[config.mk]
export PLATFORM = sky130hd
export DESIGN_NAME = keypad_scanner_flat
export DESIGN_NICKNAME = d
export VERILOG_FILES = /design/src/rtl/keypad_if.sv /design/src/rtl/keypad_scanner.sv /design/src/flat_wrapper.sv
export SDC_FILE = /design/constraint.sdc
export NUM_CORES = 1
export LEC_CHECK = 0
export CAP_MARGIN = 10
export CORE_UTILIZATION = 60
export CTS_BUF_LIST = sky130_fd_sc_hd__clkbuf_8
export CTS_CLUSTER_DIAMETER = 150
export CTS_CLUSTER_SIZE = 16
export DETAILED_ROUTE_END_ITERATION = 10
export PLACE_DENSITY = 0.78
export SETUP_SLACK_MARGIN = 0.15
export SYNTH_ARGS = -nofsm -noshare
export SYNTH_HDL_FRONTEND = slang
export SYNTH_SLANG_ARGS = --single-unit
[constraint.sdc]
create_clock -name clk -period 5.55 [get_ports clk]
set_input_delay 1.11 -clock clk [delete_from_list [all_inputs] [get_ports clk]]
set_output_delay 1.11 -clock clk [all_outputs]
set_load 0.1 [all_outputs]
[src/rtl/keypad_if.sv]
// keypad_if: keypad column drive / row sense pins plus the key event outputs.
// master = scanner side, slave = keypad model / key consumer side.
interface keypad_if;
  logic [3:0] row;
  logic [3:0] col;
  logic [3:0] key_code;
  logic       key_valid;
  logic       key_held;

  modport master (
    input  row,
    output col,
    output key_code,
    output key_valid,
    output key_held
  );

  modport slave (
    output row,
    input  col,
    input  key_code,
    input  key_valid,
    input  key_held
  );
endinterface

[src/rtl/keypad_scanner.sv]
// keypad_scanner: 4x4 matrix scan with per-frame debounce and one code per press.
// Define KEYPAD_REPEAT_EN to enable auto-repeat of key_valid while a key is held.
module keypad_scanner #(
  parameter int SCAN_DIV      = 50000,
  parameter int DEBOUNCE_FRMS = 4,
  parameter int REPEAT_DLY    = 100,
  parameter int REPEAT_PER    = 20
) (
  input  logic     clk,
  input  logic     rst_n,
  keypad_if.master kp
);

  localparam int            DW       = $clog2(SCAN_DIV);
  localparam logic [DW-1:0] DIV_LAST = DW'(SCAN_DIV - 1);
  localparam logic [3:0]    DB_N     = 4'(DEBOUNCE_FRMS);

  typedef enum logic [1:0] {
    IDLE,
    PRESS_DB,
    HELD,
    REL_DB
  } state_e;

  state_e        st_q, st_d;
  logic [3:0]    row_s1_q, row_s2_q;
  logic [DW-1:0] div_q, div_d;
  logic [1:0]    col_idx_q, col_idx_d;
  logic [1:0]    hits_q, hits_d;
  logic [3:0]    fkey_q, fkey_d;
  logic [3:0]    cnt_q, cnt_d;
  logic [3:0]    cand_q, cand_d;
  logic [3:0]    code_q, code_d;
  logic          valid_q, valid_d;
  logic          held_q, held_d;

  logic          sample;
  logic          frame_end;
  logic [3:0]    lows;
  logic [2:0]    pop;
  logic [2:0]    sum;
  logic [1:0]    ridx;
  logic [1:0]    hits_new;
  logic [3:0]    fkey_new;
  logic          res_key;
  logic          same;
  logic [3:0]    cnt_inc;

`ifdef KEYPAD_REPEAT_EN
  localparam int            RW    = $clog2(REPEAT_DLY + REPEAT_PER + 1);
  localparam logic [RW-1:0] R_DLY = RW'(REPEAT_DLY);
  localparam logic [RW-1:0] R_TOP = RW'(REPEAT_DLY + REPEAT_PER);

  logic [RW-1:0] rep_q, rep_d, rep_inc;
`endif

  // Scan timing and per-frame hit accumulation
  always_comb begin
    sample    = div_q == DIV_LAST;
    frame_end = sample && (col_idx_q == 2'd3);
    div_d     = sample ? '0 : div_q + DW'(1);
    col_idx_d = sample ? col_idx_q + 2'd1 : col_idx_q;

    lows = ~row_s2_q;
    pop  = 3'(lows[0]) + 3'(lows[1])
         + 3'(lows[2]) + 3'(lows[3]);
    sum  = {1'b0, hits_q} + pop;

    ridx = 2'd0;
    if (pop == 3'd1) begin
      unique case (1'b1)
        lows[0]: ridx = 2'd0;
        lows[1]: ridx = 2'd1;
        lows[2]: ridx = 2'd2;
        lows[3]: ridx = 2'd3;
      endcase
    end

    hits_new = (sum >= 3'd2) ? 2'd2 : sum[1:0];
    fkey_new = fkey_q;
    if (hits_q == 2'd0 && pop == 3'd1)
      fkey_new = {col_idx_q, ridx};

    hits_d = hits_q;
    fkey_d = fkey_q;
    if (sample) begin
      hits_d = frame_end ? 2'd0 : hits_new;
      fkey_d = fkey_new;
    end

    // Multiple hits count as no key
    res_key = hits_new == 2'd1;
  end

  always_comb begin
    st_d    = st_q;
    cnt_d   = cnt_q;
    cand_d  = cand_q;
    code_d  = code_q;
    held_d  = held_q;
    valid_d = 1'b0;
    same    = res_key && (fkey_new == cand_q);
    cnt_inc = (cnt_q == 4'hf) ? cnt_q : cnt_q + 4'd1;
`ifdef KEYPAD_REPEAT_EN
    rep_d   = rep_q;
    rep_inc = rep_q + RW'(1);
`endif

    if (frame_end) begin
      unique case (st_q)
        IDLE: begin
          if (res_key) begin
            cand_d = fkey_new;
            cnt_d  = 4'd1;
            st_d   = PRESS_DB;
            if (DB_N <= 4'd1) begin
              code_d  = fkey_new;
              valid_d = 1'b1;
              held_d  = 1'b1;
              cnt_d   = 4'd0;
              st_d    = HELD;
            end
          end
        end
        PRESS_DB: begin
          if (same) begin
            cnt_d = cnt_inc;
            if (cnt_inc >= DB_N) begin
              code_d  = cand_q;
              valid_d = 1'b1;
              held_d  = 1'b1;
              cnt_d   = 4'd0;
              st_d    = HELD;
            end
          end else begin
            cnt_d = 4'd0;
            st_d  = IDLE;
          end
        end
        HELD: begin
          if (!same) begin
            cnt_d = 4'd1;
            st_d  = REL_DB;
            if (DB_N <= 4'd1) begin
              cnt_d  = 4'd0;
              held_d = 1'b0;
              st_d   = IDLE;
            end
          end else begin
`ifdef KEYPAD_REPEAT_EN
            rep_d = rep_inc;
            if (rep_inc == R_DLY) begin
              valid_d = 1'b1;
            end else if (rep_inc == R_TOP) begin
              valid_d = 1'b1;
              rep_d   = R_DLY;
            end
`endif
          end
        end
        REL_DB: begin
          if (!same) begin
            cnt_d = cnt_inc;
            if (cnt_inc >= DB_N) begin
              cnt_d  = 4'd0;
              held_d = 1'b0;
              st_d   = IDLE;
            end
          end else begin
            cnt_d = 4'd0;
            st_d  = HELD;
          end
        end
        default: st_d = IDLE;
      endcase
    end

`ifdef KEYPAD_REPEAT_EN
    if (st_d != HELD)
      rep_d = '0;
`endif
  end

  always_ff @(posedge clk or negedge rst_n) begin
    if (!rst_n) begin
      row_s1_q  <= 4'hf;
      row_s2_q  <= 4'hf;
      div_q     <= '0;
      col_idx_q <= 2'd0;
      hits_q    <= 2'd0;
      fkey_q    <= 4'd0;
      st_q      <= IDLE;
      cnt_q     <= 4'd0;
      cand_q    <= 4'd0;
      code_q    <= 4'd0;
      valid_q   <= 1'b0;
      held_q    <= 1'b0;
`ifdef KEYPAD_REPEAT_EN
      rep_q     <= '0;
`endif
    end else begin
      row_s1_q  <= kp.row;
      row_s2_q  <= row_s1_q;
      div_q     <= div_d;
      col_idx_q <= col_idx_d;
      hits_q    <= hits_d;
      fkey_q    <= fkey_d;
      st_q      <= st_d;
      cnt_q     <= cnt_d;
      cand_q    <= cand_d;
      code_q    <= code_d;
      valid_q   <= valid_d;
      held_q    <= held_d;
`ifdef KEYPAD_REPEAT_EN
      rep_q     <= rep_d;
`endif
    end
  end

  // Columns float high (all inactive) while reset is held
  assign kp.col       = rst_n ? ~(4'b0001 << col_idx_q) : 4'b1111;
  assign kp.key_code  = code_q;
  assign kp.key_valid = valid_q;
  assign kp.key_held  = held_q;

endmodule

[src/flat_wrapper.sv]
// flat-port wrapper written by rule: the top's interface ports become plain ports
module keypad_scanner_flat 
#(
  parameter int SCAN_DIV      = 50000,
  parameter int DEBOUNCE_FRMS = 4,
  parameter int REPEAT_DLY    = 100,
  parameter int REPEAT_PER    = 20
)
  (clk, rst_n, kp_row, kp_col, kp_key_code, kp_key_valid, kp_key_held);
  keypad_if kp_i ();
  input  logic clk;
  input  logic rst_n;
  input wire logic [$bits(kp_i.row)-1:0] kp_row;
  output wire logic [$bits(kp_i.col)-1:0] kp_col;
  output wire logic [$bits(kp_i.key_code)-1:0] kp_key_code;
  output wire logic [$bits(kp_i.key_valid)-1:0] kp_key_valid;
  output wire logic [$bits(kp_i.key_held)-1:0] kp_key_held;
  assign kp_i.row = kp_row;
  assign kp_col = kp_i.col;
  assign kp_key_code = kp_i.key_code;
  assign kp_key_valid = kp_i.key_valid;
  assign kp_key_held = kp_i.key_held;
  keypad_scanner #(.SCAN_DIV(SCAN_DIV), .DEBOUNCE_FRMS(DEBOUNCE_FRMS), .REPEAT_DLY(REPEAT_DLY), .REPEAT_PER(REPEAT_PER)) u_core (.clk(clk), .rst_n(rst_n), .kp(kp_i));
endmodule
==> flow_summary.ini, run 1 <==
[place]
hpwl_um = 2745
port_buffers = 15
placed_area_um2 = 2466
pre_cts_ws_ns = 1.140
place_inst = 261
finalWeightedCongestion = 0.8214

[timing]
finalHoldViolCount = 0
fin_tns_setup_ns = 0
report.final.slew_viol_count = 0
worst_pin_slew_ns = 0.9676
fmax_ghz = 0.2279
post-route-period-util = 0.7907
finalSetupViolCount = 0
post-route-min-period_ns = 4.388
grt_setup_unrepaired = no
layout_setup_ws_ns = 1.162
max-slew-margin-rel = 0.3529
skew_ns = 0.009375

[critical_path]
critPathLaunchType = register
reg2reg_depth = 11
endpoint_kind = register
r2r_slack_ns = 1.16
reg2reg_from = u_core.row_s2_q[1]$_DFF_PN1_
timing.rr.end = u_core.cnt_q[1]$_DFFE_PN0P_
critPathRequiredTime_ns = 5.75
worstSetupPathType = reg -> reg
crit_arrival_ns = 4.59
worstPathMaxFanout = 4

[floorplan]
io_pins = 16
die_y_um = 63.42
fp.dieW_um = 63.42
dieArea_um2 = 4022
rows = 21
placeableCoreArea_um2 = 3468
start_util = 0.6526

[clocking]
cts_buffer_depth = 2
clock_latency_ns = 0.30
path_clk_slew_ns = 0.09
cts_made_buffers = 5
cts_setup_buffers = 0
cts_tree = built
cts_resized = 0
cts_root_buffer = clkbuf_8
cts_sinks = 48
htree_levels = 2
holdBufCountCts = 0

[routing]
ant_nets = 0
dr.pass1.iters = 4
first_iter_violations = 46
drcViolationCount = 0
vias = 1494
detail_route.wl_per_cell_um = 13.65
dr_wl_met2_um = 1923
viasPerCell = 5.554
wl_met3_um = 179
routed_wirelength_um = 3673
top_layer_used = met4
wirelength_met1_um = 1514

[yosys]
synth-seq-cells = 48
muxShareOfSynthArea = 0.07242
syn_avg_cell_area_um2 = 11.21
syn-num-nets = 219
synthXorXnorAreaFrac = 0.06965
ys_warn_count = 0
syn_inst = 202
synth-compound-area-share = 0.05804
yosys.area_share.adder = 0.06744
ys_seq_area_frac = 0.5351
ys_types = 36
synth_top_family_by_area = simple AND/OR/NAND/NOR gates
synth_simple_gate_area_frac = 0.1774
netlist_area_um2 = 2263

[pwr]
cellLeakagePower_uw = 0.001173
peakVddDrop_uv = 218.7
power_uw = 611.8
powerDensity_nw_per_um2 = 239.1

[global_routing]
grt_pass1_vias = 1514
grt_max_degree = 30
antenna_found_initial = 0
grt_pass1_wl_um = 6555
grt_util_all_layers = 0.2165
overflow = 0

[layout]
antenna-diode-count = 0
final_area_um2 = 2559
area_growth_pct = 13.05
layout.cells.non_filler = 269
drive_above_1_share = 0.1659
nets = 239
nFillCells = 242

[hold_path]
hold_class = reg -> reg
min_from = u_core.row_s1_q[3]$_DFF_PN1_
whs_path_depth = 0
min_to = u_core.row_s2_q[3]$_DFF_PN1_

[outcome]
outcome = completed

[flow_run]
drv_cap = 0
cell usage after synthesis:
| cell | n | share of area |
|---|---|---|
| nand3b_1 | 1 | 0.0033 |
| and3_1 | 4 | 0.011 |
| xor2_1 | 10 | 0.039 |
| inv_1 | 8 | 0.013 |
| mux2i_1 | 4 | 0.018 |
| or3_1 | 1 | 0.0028 |
| xnor2_1 | 8 | 0.031 |
| and4_1 | 1 | 0.0039 |
| or4b_2 | 1 | 0.0044 |
| nor4_2 | 2 | 0.011 |
| or4b_1 | 1 | 0.0044 |
| a32o_1 | 1 | 0.0044 |
| dfrtp_1 | 40 | 0.44 |
| or4_4 | 1 | 0.0050 |
| o21ba_2 | 1 | 0.0044 |
| and2_1 | 2 | 0.0055 |
| o21ai_0 | 11 | 0.024 |
| a32oi_1 | 1 | 0.0039 |
| or4b_4 | 1 | 0.0061 |
| o31ai_1 | 2 | 0.0066 |
| mux2_2 | 11 | 0.055 |
| nand2_1 | 25 | 0.041 |
| a21oi_1 | 3 | 0.0066 |
| o311a_1 | 1 | 0.0044 |
| nor3_2 | 1 | 0.0044 |
| o21bai_1 | 1 | 0.0033 |
| nor2_1 | 18 | 0.030 |
| nand2b_1 | 1 | 0.0028 |
| nor2b_1 | 3 | 0.0083 |
| or4_1 | 2 | 0.0066 |
| clkbuf_1 | 4 | 0.0066 |
| ha_1 | 9 | 0.050 |
| nor3_1 | 1 | 0.0022 |
| nand3_1 | 11 | 0.024 |
| fa_1 | 2 | 0.018 |
| dfstp_2 | 8 | 0.093 |
registers in the layout, indices dropped and copies added (netlist names), named ones only:
| name | flops |
|---|---|
| u_core.cand_q | 4 |
| u_core.cnt_q | 4 |
| u_core.col_idx_q | 2 |
| u_core.div_q | 16 |
| u_core.fkey_q | 4 |
| u_core.hits_q | 2 |
| u_core.kp.key_code | 4 |
| u_core.kp.key_held | 1 |
| u_core.kp.key_valid | 1 |
| u_core.row_s1_q | 4 |
| u_core.row_s2_q | 4 |
| u_core.st_q | 1 |
how the worst max path moves through the flow:
stage / slack, ns / cells after the start / start / end
floorplan: 1.50 / 11 / u_core.row_s2_q[0]$_DFF_PN1_ / u_core.cnt_q[1]$_DFFE_PN0P_
global placement: 1.37 / 11 / u_core.row_s2_q[0]$_DFF_PN1_ / u_core.cnt_q[1]$_DFFE_PN0P_
detailed placement: 1.14 / 11 / u_core.row_s2_q[1]$_DFF_PN1_ / u_core.cnt_q[1]$_DFFE_PN0P_
CTS: 1.13 / 11 / u_core.row_s2_q[1]$_DFF_PN1_ / u_core.cnt_q[1]$_DFFE_PN0P_
global route: 0.93 / 11 / u_core.row_s2_q[0]$_DFF_PN1_ / u_core.cnt_q[1]$_DFFE_PN0P_
finish: 1.16 / 11 / u_core.row_s2_q[1]$_DFF_PN1_ / u_core.cnt_q[1]$_DFFE_PN0P_
area by class of cell:
type	count	area, µm²	area share
Clock buffer	5	68.82	0.02689
Clock inverter	3	23.77	0.009291
Inverter	8	30.03	0.01174
Multi-Input combinational cell	142	1007	0.3936
Sequential cell	48	1211	0.4733
Tap cell	46	57.56	0.02249
Timing Repair Buffer	17	160.2	0.06259
routing by layer:
layer | GRT usage | vias up
li1 | - | 723
met1 | 0.2579 | 725
met2 | 0.3684 | 40
met3 | 0.05616 | 6
met4 | 0.09091 | 0
met5 | 0 | -
stage by stage:
| stage | hold slack, ns | util |
|---|---|---|
| after floorplan | 0.3452 | - |
| after global placement | 0.3465 | 0.7110 |
| after detailed placement | 0.3468 | 0.7110 |
| after CTS | 0.3608 | 0.7377 |
| after global routing | 0.3687 | 0.7377 |
| final | 0.3590 | 0.7377 |
worst max-delay path, cell delays in order (launching register included):
cell     delay, ns
dfstp_2       0.54
inv_1         0.04
ha_1          0.29
fa_1          0.40
ha_1          0.32
or4b_4        0.54
nor2_1        0.31
mux2i_1       0.34
xnor2_1       0.14
or4_4         0.57
o21ai_0       0.40
mux2_2        0.38
cell usage in the layout (no fill, tap or decap), types with 2 or more instances in the layout:
| master | instances |
|---|---|
| nor2b_1 | 3 |
| clkdlybuf4s50_1 | 14 |
| or4_1 | 2 |
| ha_1 | 9 |
| a21oi_1 | 3 |
| inv_1 | 8 |
| dfrtp_1 | 40 |
| dfstp_2 | 8 |
| o21ai_0 | 11 |
| xnor2_1 | 8 |
| nand3_1 | 11 |
| xor2_1 | 10 |
| clkinvlp_4 | 2 |
| clkbuf_8 | 5 |
| buf_4 | 2 |
| mux2i_1 | 4 |
| mux2_2 | 11 |
| nor2_1 | 18 |
| fa_1 | 2 |
| nor4_2 | 2 |
| and3_1 | 4 |
| nand2_1 | 25 |
| o31ai_1 | 2 |
| and2_1 | 2 |
cell families (layout without fill, tap and decap cells):
logic type               Yosys count  after routing
AND/OR/NAND/NOR                   77             77
flip-flops                        48             48
AO/OA/AOI/OAI                     21             21
XOR/XNOR                          18             18
multiplexers                      15             15
buffers and inverters             12             33
adder cells (fa/ha/maj)           11             11
power by group:
group | switching (µW) | internal (µW) | leakage (µW)
sequential | 1.11 | 355 | 0.000629
clock | 119 | 89.2 | 0.0000404
combinational | 28.8 | 19.5 | 0.000504
Power figures use the tool's default switching activity.
==> run 2: changes to the inputs <==
==> constraint.sdc (replaced) <==
create_clock -name clk -period 4.5 [get_ports clk]
set_input_delay 0.9 -clock clk [delete_from_list [all_inputs] [get_ports clk]]
set_output_delay 0.9 -clock clk [all_outputs]
set_load 0.1 [all_outputs]
==> run 2 against run 1 <==
Non-clock buffer count unchanged. Largest power group unchanged. Critical endpoint unchanged. Highest routed layer unchanged. Power increased by 25%. Die area unchanged. Wire length increased by 9.1%. Combinational power increased by 33%.
==> flow_summary.ini, run 2 (synthesized netlist as in run 1, its figures left out) <==
[clocking]
path_clk_slew_ns = 0.10
cts_buffer_depth = 2
cts_setup_buffers = 0
cts_made_buffers = 5
cts_root_buffer = clkbuf_8
htree_levels = 2
holdBufCountCts = 0
cts_resized = 1
clock_latency_ns = 0.30
cts_sinks = 48
cts_tree = built

[outcome]
outcome = completed

[critical_path]
worstPathMaxFanout = 4
critPathLaunchType = register
critPathMostFrequentCell = ha_1
reg2reg_from = u_core.row_s2_q[0]$_DFF_PN1_
worstSetupPathType = reg -> reg
startpoint = u_core.row_s2_q[0]$_DFF_PN1_
slowest_delay_ns = 0.58
critPathRequiredTime_ns = 4.70
endpoint_kind = register
cp_slowest_cell = or4_4
path_cells = inv_1 -> ha_1 -> fa_1 -> ha_1 -> or4b_4 -> nor2_4 -> mux2i_2 -> xnor2_1 -> or4_4 -> o21ai_1 -> mux2_2
crit_arrival_ns = 4.32

[floorplan]
fp.dieW_um = 63.42
placeableCoreArea_um2 = 3468
start_util = 0.6526
io_pins = 16
dieArea_um2 = 4022
die_y_um = 63.42
rows = 21

[layout]
final_util = 0.7406
final_common_cell = dfrtp_1
layout.cells.non_filler = 269
area_growth_pct = 13.49
layout_common_cells = 40 x dfrtp_1, 25 x nand2_1, 17 x nor2_1
nFillCells = 250
drive_above_1_share = 0.1928
multi_input_area_um2 = 1027
largest_reg_flops = 16
ff_latch_area_um2 = 1211
top_register = u_core.div_q
antenna-diode-count = 0
nets = 239

[place]
finalWeightedCongestion = 0.8211
place_inst = 261
hpwl_um = 2832
port_buffers = 15

[timing]
fmax_ghz = 0.2429
post-route-period-util = 0.9147
skew_ns = 0.006548
post-route-min-period_ns = 4.116
max-slew-margin-rel = 0.3578
grt_setup_unrepaired = no
report.final.slew_viol_count = 0
worst_pin_slew_ns = 0.9603
finalHoldViolCount = 0
finalSetupViolCount = 0
fin_tns_setup_ns = 0

[global_routing]
antenna_found_initial = 0
overflow = 0
grt_util_all_layers = 0.2302
grt_pass1_wl_um = 6941
grt_pass1_vias = 1528
grt_max_degree = 30

[routing]
ant_nets = 0
first_iter_violations = 99
routed_wirelength_um = 4007
drcViolationCount = 0
viasPerCell = 5.695
vias = 1532
detail_route.wl_per_cell_um = 14.90
dr.pass1.iters = 4

[hold_path]
min_from = u_core.row_s1_q[0]$_DFF_PN1_
hold_class = reg -> reg

[pwr]
powerDensity_nw_per_um2 = 297.9
peakVddDrop_uv = 232.8
cellLeakagePower_uw = 0.001174

[flow_run]
drv_cap = 0
==> run 2: cell count changes in the layout (fill, tap and decap cells not counted) <==
cell / change
buf_4: +4
clkdlybuf4s50_1: -4
mux2i_1: -1
mux2i_2: +1
nor2_1: -1
nor2_4: +1
nor4_2: -1
nor4_4: +1
o21ai_0: -1
o21ai_1: +1
==> run 2: area by class of cell <==
cell class,count,area share
clock buffers,5,0.02679
clock inverters,3,0.009255
inverters,8,0.01169
multi-input cells,142,0.3999
flip-flops and latches,48,0.4715
well taps,46,0.02241
repair buffers,17,0.05845
==> run 2: worst max-delay path: cells and delay by family (launching register included) <==
family	cells	cell delay [ns]
and+or+nand+nor	3	1.32
adders and majority gates	3	1.04
xor gates and xnor gates	1	0.15
DFF	1	0.52
muxes	2	0.64
buffers and inverters	1	0.04
AOI/OAI and AO/OA	1	0.30
==> run 2: per-stage QoR <==
step / power, µW / setup slack (ns) / instance area [µm²] / hold WS [ns]
after CTS: 765.2 / 0.1855 / 2549 / 0.3612
after global routing: 795.8 / 0.2054 / 2569 / 0.3683
after detailed placement: 507.9 / 0.1180 / 2456 / 0.3479
final: 765.3 / 0.3837 / 2569 / 0.3594
after global placement: 505.0 / 0.3189 / 2456 / 0.3464
after floorplan: 485.7 / 0.4533 / 2263 / 0.3452
==> run 2: where the power goes <==
part | total (µW) | internal [µW] | switching [µW]
combinational | 64.4 | 26.0 | 38.4
sequential | 439 | 437 | 1.36
clock | 262 | 110 | 152
total | 765 | 574 | 192
==> run 2: path summary, 6_finish.rpt <==
kind | end | slack (ns) | depth (start not counted)
setup reg to reg | u_core.cnt_q[1]$_DFFE_PN0P_ | 0.38 | 11
hold / removal | u_core.row_s2_q[0]$_DFF_PN1_ | 0.36 | 0
setup / recovery | u_core.cnt_q[1]$_DFFE_PN0P_ | 0.38 | 11
max in group asynchronous | u_core.row_s1_q[1]$_DFF_PN1_ | 3.09 | 2
min in group asynchronous | u_core.st_q[0]$_DFFE_PN0P_ | 0.62 | 1
hold reg to reg | u_core.row_s2_q[0]$_DFF_PN1_ | 0.36 | 0
==> run 2: layer usage <==
metal / wire length (µm) / track usage / vias to the layer above
li1: - / - / 731
met1: 1725 / 0.2701 / 754
met2: 2065 / 0.4096 / 34
met3: 124 / 0.05978 / 13
met4: 92 / 0.06818 / 0
met5: 0 / 0 / -
